**src/rtl/serial_fifo_port.sv**
```systemverilog
// CPU-facing serial port front end: byte register file, TX/RX FIFOs with overflow
// flags and thresholds, masked interrupt, flush and internal loopback ahead of the UART core.
module serial_fifo_port #(
  parameter int DEPTH = 8
) (
  input  logic       clk,
  input  logic       reset_n,
  input  logic       CE,
  input  logic [1:0] A,
  input  logic       WREN,
  input  logic       REN,
  input  logic [7:0] from_CPU,
  output logic [7:0] to_CPU,
  output logic       irq,
  output logic       tx_req,
  output logic [7:0] tx_data,
  input  logic       tx_ready,
  input  logic       rx_ready,
  input  logic [7:0] rx_data
);
  localparam int CW = $clog2(DEPTH) + 1;
  localparam int PW = $clog2(DEPTH);

  typedef enum logic {IDLE, ACTIVE} tx_state_e;

  tx_state_e      state_q, state_d;
  logic [7:0]     tx_mem_q [DEPTH];
  logic [7:0]     tx_mem_d [DEPTH];
  logic [7:0]     rx_mem_q [DEPTH];
  logic [7:0]     rx_mem_d [DEPTH];
  logic [PW-1:0]  tx_wp_q, tx_wp_d, tx_rp_q, tx_rp_d;
  logic [PW-1:0]  rx_wp_q, rx_wp_d, rx_rp_q, rx_rp_d;
  logic [CW-1:0]  tx_cnt_q, tx_cnt_d, rx_cnt_q, rx_cnt_d;
  logic [7:0]     ctrl_q, ctrl_d, thresh_q, thresh_d;
  logic           tx_ovr_q, tx_ovr_d, rx_ovr_q, rx_ovr_d;
  logic [7:0]     to_cpu_q, to_cpu_d, tx_data_q, tx_data_d;
  logic           tx_req_q, tx_req_d;

  logic       rd, wr, status_rd, loopback;
  logic       tx_empty, tx_full, rx_empty, rx_full;
  logic       tx_flush, rx_flush, tx_push_req, tx_push, tx_pop, eng_pop, lb_xfer;
  logic       rx_push, rx_pop;
  logic       rx_thr_hit, tx_thr_hit;
  logic [7:0] rx_byte, status, rd_mux;

  always_comb begin
    rd        = CE & REN;
    wr        = CE & WREN;
    status_rd = rd & (A == 2'd1);
    loopback  = ctrl_q[5];
    tx_empty  = (tx_cnt_q == '0);
    tx_full   = (tx_cnt_q == CW'(DEPTH));
    rx_empty  = (rx_cnt_q == '0);
    rx_full   = (rx_cnt_q == CW'(DEPTH));
    tx_flush  = wr & (A == 2'd2) & from_CPU[3];
    rx_flush  = wr & (A == 2'd2) & from_CPU[4];

    // Fullness is judged on pre-edge counts; a same-cycle pop never makes room.
    tx_push_req = wr & (A == 2'd0);
    tx_push     = tx_push_req & ~tx_full;
    eng_pop     = (state_q == IDLE) & ~tx_empty & ~loopback & ~tx_flush;
    lb_xfer     = loopback & ~tx_empty & ~rx_full & ~tx_flush & ~rx_flush;
    tx_pop      = eng_pop | lb_xfer;
    rx_push     = loopback ? lb_xfer : (rx_ready & ~rx_full);
    rx_byte     = loopback ? tx_mem_q[tx_rp_q] : rx_data;
    rx_pop      = rd & (A == 2'd0) & ~rx_empty;

    rx_thr_hit = 8'(rx_cnt_q) >  {4'h0, thresh_q[3:0]};
    tx_thr_hit = 8'(tx_cnt_q) <= {4'h0, thresh_q[7:4]};
    status = {rx_thr_hit, tx_thr_hit, rx_full, tx_empty, ~rx_empty, ~tx_full, rx_ovr_q, tx_ovr_q};

    case (A)
      2'd0:    rd_mux = rx_empty ? 8'h00 : rx_mem_q[rx_rp_q];
      2'd1:    rd_mux = status;
      2'd2:    rd_mux = ctrl_q;
      default: rd_mux = thresh_q;
    endcase
    to_cpu_d = rd ? rd_mux : to_cpu_q;

    ctrl_d   = (wr & (A == 2'd2)) ? (from_CPU & 8'h27) : ctrl_q;
    thresh_d = (wr & (A == 2'd3)) ? from_CPU : thresh_q;

    // A set event in the same cycle as a STATUS read wins over the clear.
    tx_ovr_d = (tx_push_req & tx_full) | (tx_ovr_q & ~status_rd);
    rx_ovr_d = (~loopback & rx_ready & rx_full) | (rx_ovr_q & ~status_rd);

    tx_mem_d = tx_mem_q;
    if (tx_push) tx_mem_d[tx_wp_q] = from_CPU;
    rx_mem_d = rx_mem_q;
    if (rx_push) rx_mem_d[rx_wp_q] = rx_byte;

    tx_wp_d  = tx_wp_q + PW'(tx_push);
    tx_rp_d  = tx_rp_q + PW'(tx_pop);
    tx_cnt_d = tx_cnt_q + CW'(tx_push) - CW'(tx_pop);
    if (tx_flush) begin
      tx_wp_d  = '0;
      tx_rp_d  = '0;
      tx_cnt_d = '0;
    end
    rx_wp_d  = rx_wp_q + PW'(rx_push);
    rx_rp_d  = rx_rp_q + PW'(rx_pop);
    rx_cnt_d = rx_cnt_q + CW'(rx_push) - CW'(rx_pop);
    if (rx_flush) begin
      rx_wp_d  = '0;
      rx_rp_d  = '0;
      rx_cnt_d = '0;
    end

    // TX engine: a flush or loopback never aborts the byte already handed to the UART.
    state_d   = state_q;
    tx_req_d  = eng_pop;
    tx_data_d = eng_pop ? tx_mem_q[tx_rp_q] : tx_data_q;
    case (state_q)
      IDLE:    if (eng_pop) state_d = ACTIVE;
      default: if (tx_ready) state_d = IDLE;
    endcase
  end

  always_ff @(posedge clk or negedge reset_n) begin
    if (!reset_n) begin
      state_q   <= IDLE;
      tx_wp_q   <= '0;
      tx_rp_q   <= '0;
      tx_cnt_q  <= '0;
      rx_wp_q   <= '0;
      rx_rp_q   <= '0;
      rx_cnt_q  <= '0;
      ctrl_q    <= '0;
      thresh_q  <= '0;
      tx_ovr_q  <= 1'b0;
      rx_ovr_q  <= 1'b0;
      to_cpu_q  <= '0;
      tx_data_q <= '0;
      tx_req_q  <= 1'b0;
    end else begin
      state_q   <= state_d;
      tx_wp_q   <= tx_wp_d;
      tx_rp_q   <= tx_rp_d;
      tx_cnt_q  <= tx_cnt_d;
      rx_wp_q   <= rx_wp_d;
      rx_rp_q   <= rx_rp_d;
      rx_cnt_q  <= rx_cnt_d;
      ctrl_q    <= ctrl_d;
      thresh_q  <= thresh_d;
      tx_ovr_q  <= tx_ovr_d;
      rx_ovr_q  <= rx_ovr_d;
      to_cpu_q  <= to_cpu_d;
      tx_data_q <= tx_data_d;
      tx_req_q  <= tx_req_d;
    end
  end

  always_ff @(posedge clk) begin
    tx_mem_q <= tx_mem_d;
    rx_mem_q <= rx_mem_d;
  end

  assign to_CPU  = to_cpu_q;
  assign tx_req  = tx_req_q;
  assign tx_data = tx_data_q;
  assign irq     = (ctrl_q[0] & rx_thr_hit) | (ctrl_q[1] & tx_thr_hit) |
                   (ctrl_q[2] & (rx_ovr_q | tx_ovr_q));

endmodule

```
**config.mk**
```make
export PLATFORM = sky130hd
export DESIGN_NAME = serial_fifo_port
export DESIGN_NICKNAME = d
export VERILOG_FILES = /design/src/rtl/serial_fifo_port.sv
export SDC_FILE = /design/constraint.sdc
export NUM_CORES = 1
export LEC_CHECK = 0
export ABC_AREA = 1
export BUFFER_PORTS_ARGS = -buffer_cell sky130_fd_sc_hd__buf_4
export CORE_MARGIN = 2
export CORE_UTILIZATION = 29
export CTS_BUF_LIST = sky130_fd_sc_hd__clkbuf_16
export DETAILED_ROUTE_END_ITERATION = 10
export SLEW_MARGIN = 0
export SYNTH_ARGS = -nofsm -noshare
export SYNTH_HDL_FRONTEND = slang
export SYNTH_SLANG_ARGS = --single-unit
```
**constraint.sdc**
```tcl
create_clock -name clk -period 2.3 [get_ports clk]
set_clock_uncertainty 0.15 [all_clocks]
set_input_delay 0.115 -clock clk [delete_from_list [all_inputs] [get_ports clk]]
set_output_delay 0.115 -clock clk [all_outputs]
set_load 0.01 [all_outputs]
```
Yosys cells after proc, flatten, opt, wreduce, memory -nomap -nowiden
Cells that the tools add are included.
- register bits: 180
- bits of input ports: 25
- output and inout port bits: 18
- logic and storage cells: 127
- add/subtract/negate cells: 8
- $lt $le $gt $ge: 8
- equal/unequal tests: 5
- multiplexer cells: 25
- bitwise logic cells: 46
- reduce and logical (&&, ||, !) cells: 5
- operator list (operator ; count):
    $bwmux 64 ; 2
    $mux 8 ; 8
    $bmux 8 s3 ; 2
    $demux 8 s3 ; 2
    $and 1x1->1 ; 27
    $pmux 8 s3 ; 1
    $ge 4x4->1 const B ; 4
    $not 3->4 ; 4
    $add 3x1->3 ; 4
    $mux 3 ; 4
    $not 1->1 ; 9
    $add 4x1->4 ; 2
    $eq 4x4->1 const B ; 2
    $logic_not 4->1 ; 2
    $lt 4x1->1 const B ; 2
    $mux 4 ; 2
    $sub 4x1->4 ; 2
    $or 1x1->1 ; 6
    $eq 2x2->1 const B ; 2
    $gt 4x4->1 ; 1
    $le 4x4->1 ; 1
    $mux 1 ; 4
    $eq 2x1->1 const B ; 1
    $logic_and 1x1->1 ; 2
    $logic_not 2->1 ; 1

Depth between registers and ports, before layout
- depth after elaboration: 10
- gate-level depth with buffers: 15
- gate-level depth less buffers: 15

Least setup slack after synthesis
No wires, ideal clock.
- path kind: flip-flop to flip-flop
- start point: register tx_cnt_q[2]
- end point: register tx_cnt_q[2]
- setup time: 0.113 ns
- arrival time: 2.148 ns
- data required time: 2.037 ns
- slack: -0.111 ns
- stages on the path, launching flop included: 15
- buffers on the path: 0
- period minus slack after synthesis: 2.411 ns
- cells stage by stage: dfrtp_1 inv_1 ha_1 nand3_1 nand3_1 nor2_4 inv_4 nand2_1 ha_1 inv_1 ha_1 fa_1 xor2_1 nand2_1 inv_1
- elaborated cells between the ends (all ways): 16
- classes of those cells: add/sub: 2; eq/ne: 1; mux: 1; bitwise: 11; reduce/logical: 1
- RTL lines (what ; line ; RTL):
    from (decl) ; 33 ; logic [CW-1:0] tx_cnt_q, tx_cnt_d, rx_cnt_q, rx_cnt_d;
    from (signal assigned) ; 139 ; tx_cnt_q <= tx_cnt_d;
    $logic_not 4->1 ; 51 ; tx_empty = (tx_cnt_q == '0);
    $not 1->1 ; 61 ; eng_pop = (state_q == IDLE) & ~tx_empty & ~loopback & ~tx_flush;
    $and 1x1->1 (3 in a row) ; 61 ;
    net eng_pop ; 41 ; logic tx_flush, rx_flush, tx_push_req, tx_push, tx_pop, eng_pop, lb_xfer;
    $or 1x1->1 ; 63 ; tx_pop = eng_pop | lb_xfer;
    $sub 4x1->4 ; 94 ; tx_cnt_d = tx_cnt_q + CW'(tx_push) - CW'(tx_pop);
    $mux 4 ; 95 ; if (tx_flush) begin
    net tx_cnt_d[2] ; 33 ;
The timed path passes the listed nets, and every way through them passes these cells.
A chain may end at the register's enable or synchronous reset.

Worst setup path after layout
- start point: register tx_cnt_q[2]
- end point: register tx_cnt_q[1]
- longest elaborated chain between the ends: 9
- elaborated cells between the ends (all ways): 16
- classes of those cells: add/sub: 2; eq/ne: 1; mux: 1; bitwise: 11; reduce/logical: 1
- ends and longest elaborated chain (what ; line):
    branches (longest 7 deep; another with $add 4x1->4) ; -
    $sub 4x1->4 (*) ; 94
    $mux 4 (*) ; 95
    net tx_cnt_d[1] ; 33
Mark *: on every way through the listed nets, which the timed path passes.

==> metrics.md <==
| Metric | Value |
|---|---|
| Final Util | `37.0%` |
| FP Rows | `61` |
| Die area | `0.0294 mm2` |
| Avg Cell Area, Syn | `10.0 um2` |
| Reg power frac | `36.2%` |
| Worst Path Class, Setup | `flop to flop` |
| Critical Path Max Stage Delay | `0.56 ns` |
| Routed WL | `20200 um` |
| Yosys reg bits | `180` |
| Total CTS buffers | `17` |
| Final Hold Viols | `0` |
| Largest net degree at the start of global routing | `53` |
| Synth Net Count | `864` |
| Gate power share | `39.0%` |
| Grt ovf | `0` |
| Number of port buffers | `42` |
| Nets | `981` |
| Power Internal | `8040 uW` |
| Cell taking the most area after synthesis | `edfxtp_1` |
| Crit path buf inv count | `4` |
| Pwr dens | `1240 mW/mm2` |
| DRT iter0 DRCs | `435` |
| Number of global-route vias before repair | `5694` |
| TritonCTS clock tree | `yes` |
| Worst skew pair latency | `0.43 ns` |
| Worst path cell trace | `inv_2 -> ha_1 -> nor3b_2 -> nor2_2 -> inv_2 -> ha_4 -> inv_2 -> ha_4 -> fa_2 -> nand2_2 -> inv_1` |
| Post-Syn Area | `0.00813 mm2` |
| Multi-input logic area | `0.00263 mm2` |
| Clk pwr share | `24.7%` |
| Reg area | `0.00514 mm2` |
| Vias | `5880` |
| Post-DRT Antenna Nets | `0` |
| CTS clock-pin slew for the worst setup and hold paths | `0.07 ns` |
| GRT Resource Usage Total | `14.3%` |
| Final Wtd Congestion | `0.800` |
| DIE WIDTH | `171 um` |
| RSZ-0062 raised after global routing | `true` |
| Pre-CTS WS | `-0.0972 ns` |
| Fill cells | `2724` |
| Peak VDD IR | `0.513 mV` |
| Register area share after synthesis | `63.3%` |
| Highest net fanout along the worst path | `3` |
| CP arrival | `2.53 ns` |
| Switch share | `37.0%` |
| CP top delay family | `adder cells` |
| Status | `finished with violations` |
| Core ar. | `0.0277 mm2` |
| Max Cap Viol | `0` |
| Post-DP Area | `0.00925 mm2` |
| Setup violators final | `2` |
| Cell count after synthesis | `809` |
| DP Wirelength | `13700 um` |
| Actual slew at the worst max-slew pin | `0.721 ns` |
| Yosys cell types | `30` |
| Antenna violations before repair | `1` |
| Wire per inst | `15.3 um` |
| Violated checks | `setup timing` |
| First-pass GRT wire length | `31500 um` |
| Post-route cell area | `0.0103 mm2` |
| DR pass1 iterations | `5` |
| Crit end category | `flop` |
| Data required, critical path | `2.52 ns` |
| Hold slack | `0.0166 ns` |
| Pins Over Slew Limit | `0` |
| Clk sink count | `180` |
| Switching pwr | `4730 uW` |
| Area contributors post-synth | `edfxtp_1 47%, dfrtp_1 16%, nand2_1 11%` |
| Root Buffer | `clkbuf_16` |
| CP most frequent cell | `inv_2` |
| HP Class | `input port to flop` |
| Max_slew headroom | `51.9%` |
| Area grow syn2layout | `26.2%` |
| Share of post-route cells with drive strength above 1 | `19.8%` |
| Remaining DRCs | `0` |
| CTS H-tree depth | `4` |
| Clock Path Buffers | `2` |
| Die height | `171 um` |
| Starting density of the core | `29.3%` |
| Fmax | `0.432 GHz` |
| Startpoint Class | `flop` |
| Final setup margin | `-0.0122 ns` |
| Fin crit share | `101%` |
| Post-layout min period | `2.31 ns` |
| IO Pins | `43` |
| Via density | `4.46` |
| Synth top area share | `47.3%` |
| Leakage power | `0.00450 uW` |
| Slowest cell on crit path | `fa_2` |
| YS warnings | `0` |
[worst min-delay path, stage by stage]
cell     delay [ns]
buf_4          0.09
nand2_1        0.04
nand2_1        0.19
[per-stage QoR]
step	TNS, ns	instances	total power, uW
final	-0.0179	1318	12800
after global routing	-0.422	1318	13600
after CTS	0	1312	12600
after detailed placement	-0.256	1260	9290
after global placement	-0.0688	1260	9210
after floorplan	-0.0180	809	7550
[layout by cell type (no fill, tap or decap), types with 2 or more instances in the layout]
master / instances
a21oi_1: 17
buf_4: 109
bufinv_16: 4
clkbuf_16: 17
clkinv_4: 4
clkinvlp_4: 2
dfrtp_1: 52
dlygate4sd3_1: 14
edfxtp_1: 128
fa_2: 2
ha_1: 22
ha_4: 5
inv_1: 90
inv_2: 9
inv_4: 2
inv_6: 3
nand2_1: 224
nand2_2: 5
nand2_4: 2
nand3_1: 50
nand3_2: 2
nand3_4: 3
nor2_1: 72
nor2_2: 4
nor3_2: 2
nor3b_2: 2
o21ai_0: 55
o22ai_1: 19
xor2_1: 7
[cells in the mapped netlist]
master,count
nand2_1,228
edfxtp_1,128
inv_1,96
nor2_1,72
o21ai_0,56
nand3_1,55
dfrtp_1,52
ha_1,28
o22ai_1,19
a21oi_1,17
clkbuf_1,13
buf_2,11
xor2_1,7
nor2_2,4
inv_2,3
fa_1,2
inv_4,2
nand2_2,2
nor3_1,2
nor3b_1,2
buf_4,1
buf_6,1
nand2_4,1
nand4_2,1
nor2_4,1
nor3_2,1
o21ai_2,1
o21bai_1,1
or2_2,1
or2_4,1
[routing by layer]
metal / share of wire [%] / GRT usage, %
met1: 44 / 18.1
met2: 50 / 24.9
met3: 5.1 / 2.39
met4: 1.5 / 4.38
met5: 0 / 0
[registers in the layout (all words and copies together) (netlist names), 4 cells and up]
name      flops
tx_data       8
thresh_q      8
to_CPU        8
ctrl_q        4
tx_cnt_q      4
rx_mem_q     64
tx_mem_q     64
rx_cnt_q      4
[kinds of logic after synthesis]
kind of cell	share of synthesized area, %
adder cells (fa/ha/maj)	4.80
buffers and inverters	6.23
XOR/XNOR	0.754
AO/OA/AOI/OAI	6.16
flip-flops	63.3
AND/OR/NAND/NOR	18.7
[final cells by class]
class	count	area share, %
clock inverter	15	2.18
multi-input combinational	502	25.7
sequential	180	50.2
antenna	1	0.0244
tap	378	4.61
clock buffer	17	4.15
timing repair buffer	124	9.45
inverter	101	3.75
[power groups by stage]
stage                     combinational [uW]  sequential, uW  clock [uW]
after floorplan                         2910            4650           0
final                                   4980            4630        3160
after CTS                               4820            4620        3200
after detailed placement                4610            4680           0
after global placement                  4540            4670           0
after global routing                    5620            4690        3330
[final timing paths]
check,from,end,slack [ns],cells past startpoint
worst min register to register,tx_data[7]$_DFFE_PN0P_,tx_data[7]$_DFFE_PN0P_,0.34,2
worst max-delay path,tx_cnt_q[2]$_DFF_PN0_,tx_cnt_q[1]$_DFF_PN0_,-0.01,11
min in group asynchronous,reset_n,thresh_q[3]$_DFFE_PN0P_,0.12,2
worst min-delay path,rx_data[7],rx_mem_q[31]$_DFFE_PP_,0.02,3
worst max register to register,tx_cnt_q[2]$_DFF_PN0_,tx_cnt_q[1]$_DFF_PN0_,-0.01,11
max in group asynchronous,reset_n,tx_data[0]$_DFFE_PN0P_,1.39,2
[repair_timing]
action / CTS / global route
buffers inserted: 6 / 5
endpoints found under the setup margin: 4 / 7
gates resized for setup: 14 / 15
hold endpoints to repair: 133 / 0
pin swaps: 6 / 12
hold buffers: 14 / 0
Note: power is estimated with default switching activity, not from simulation.
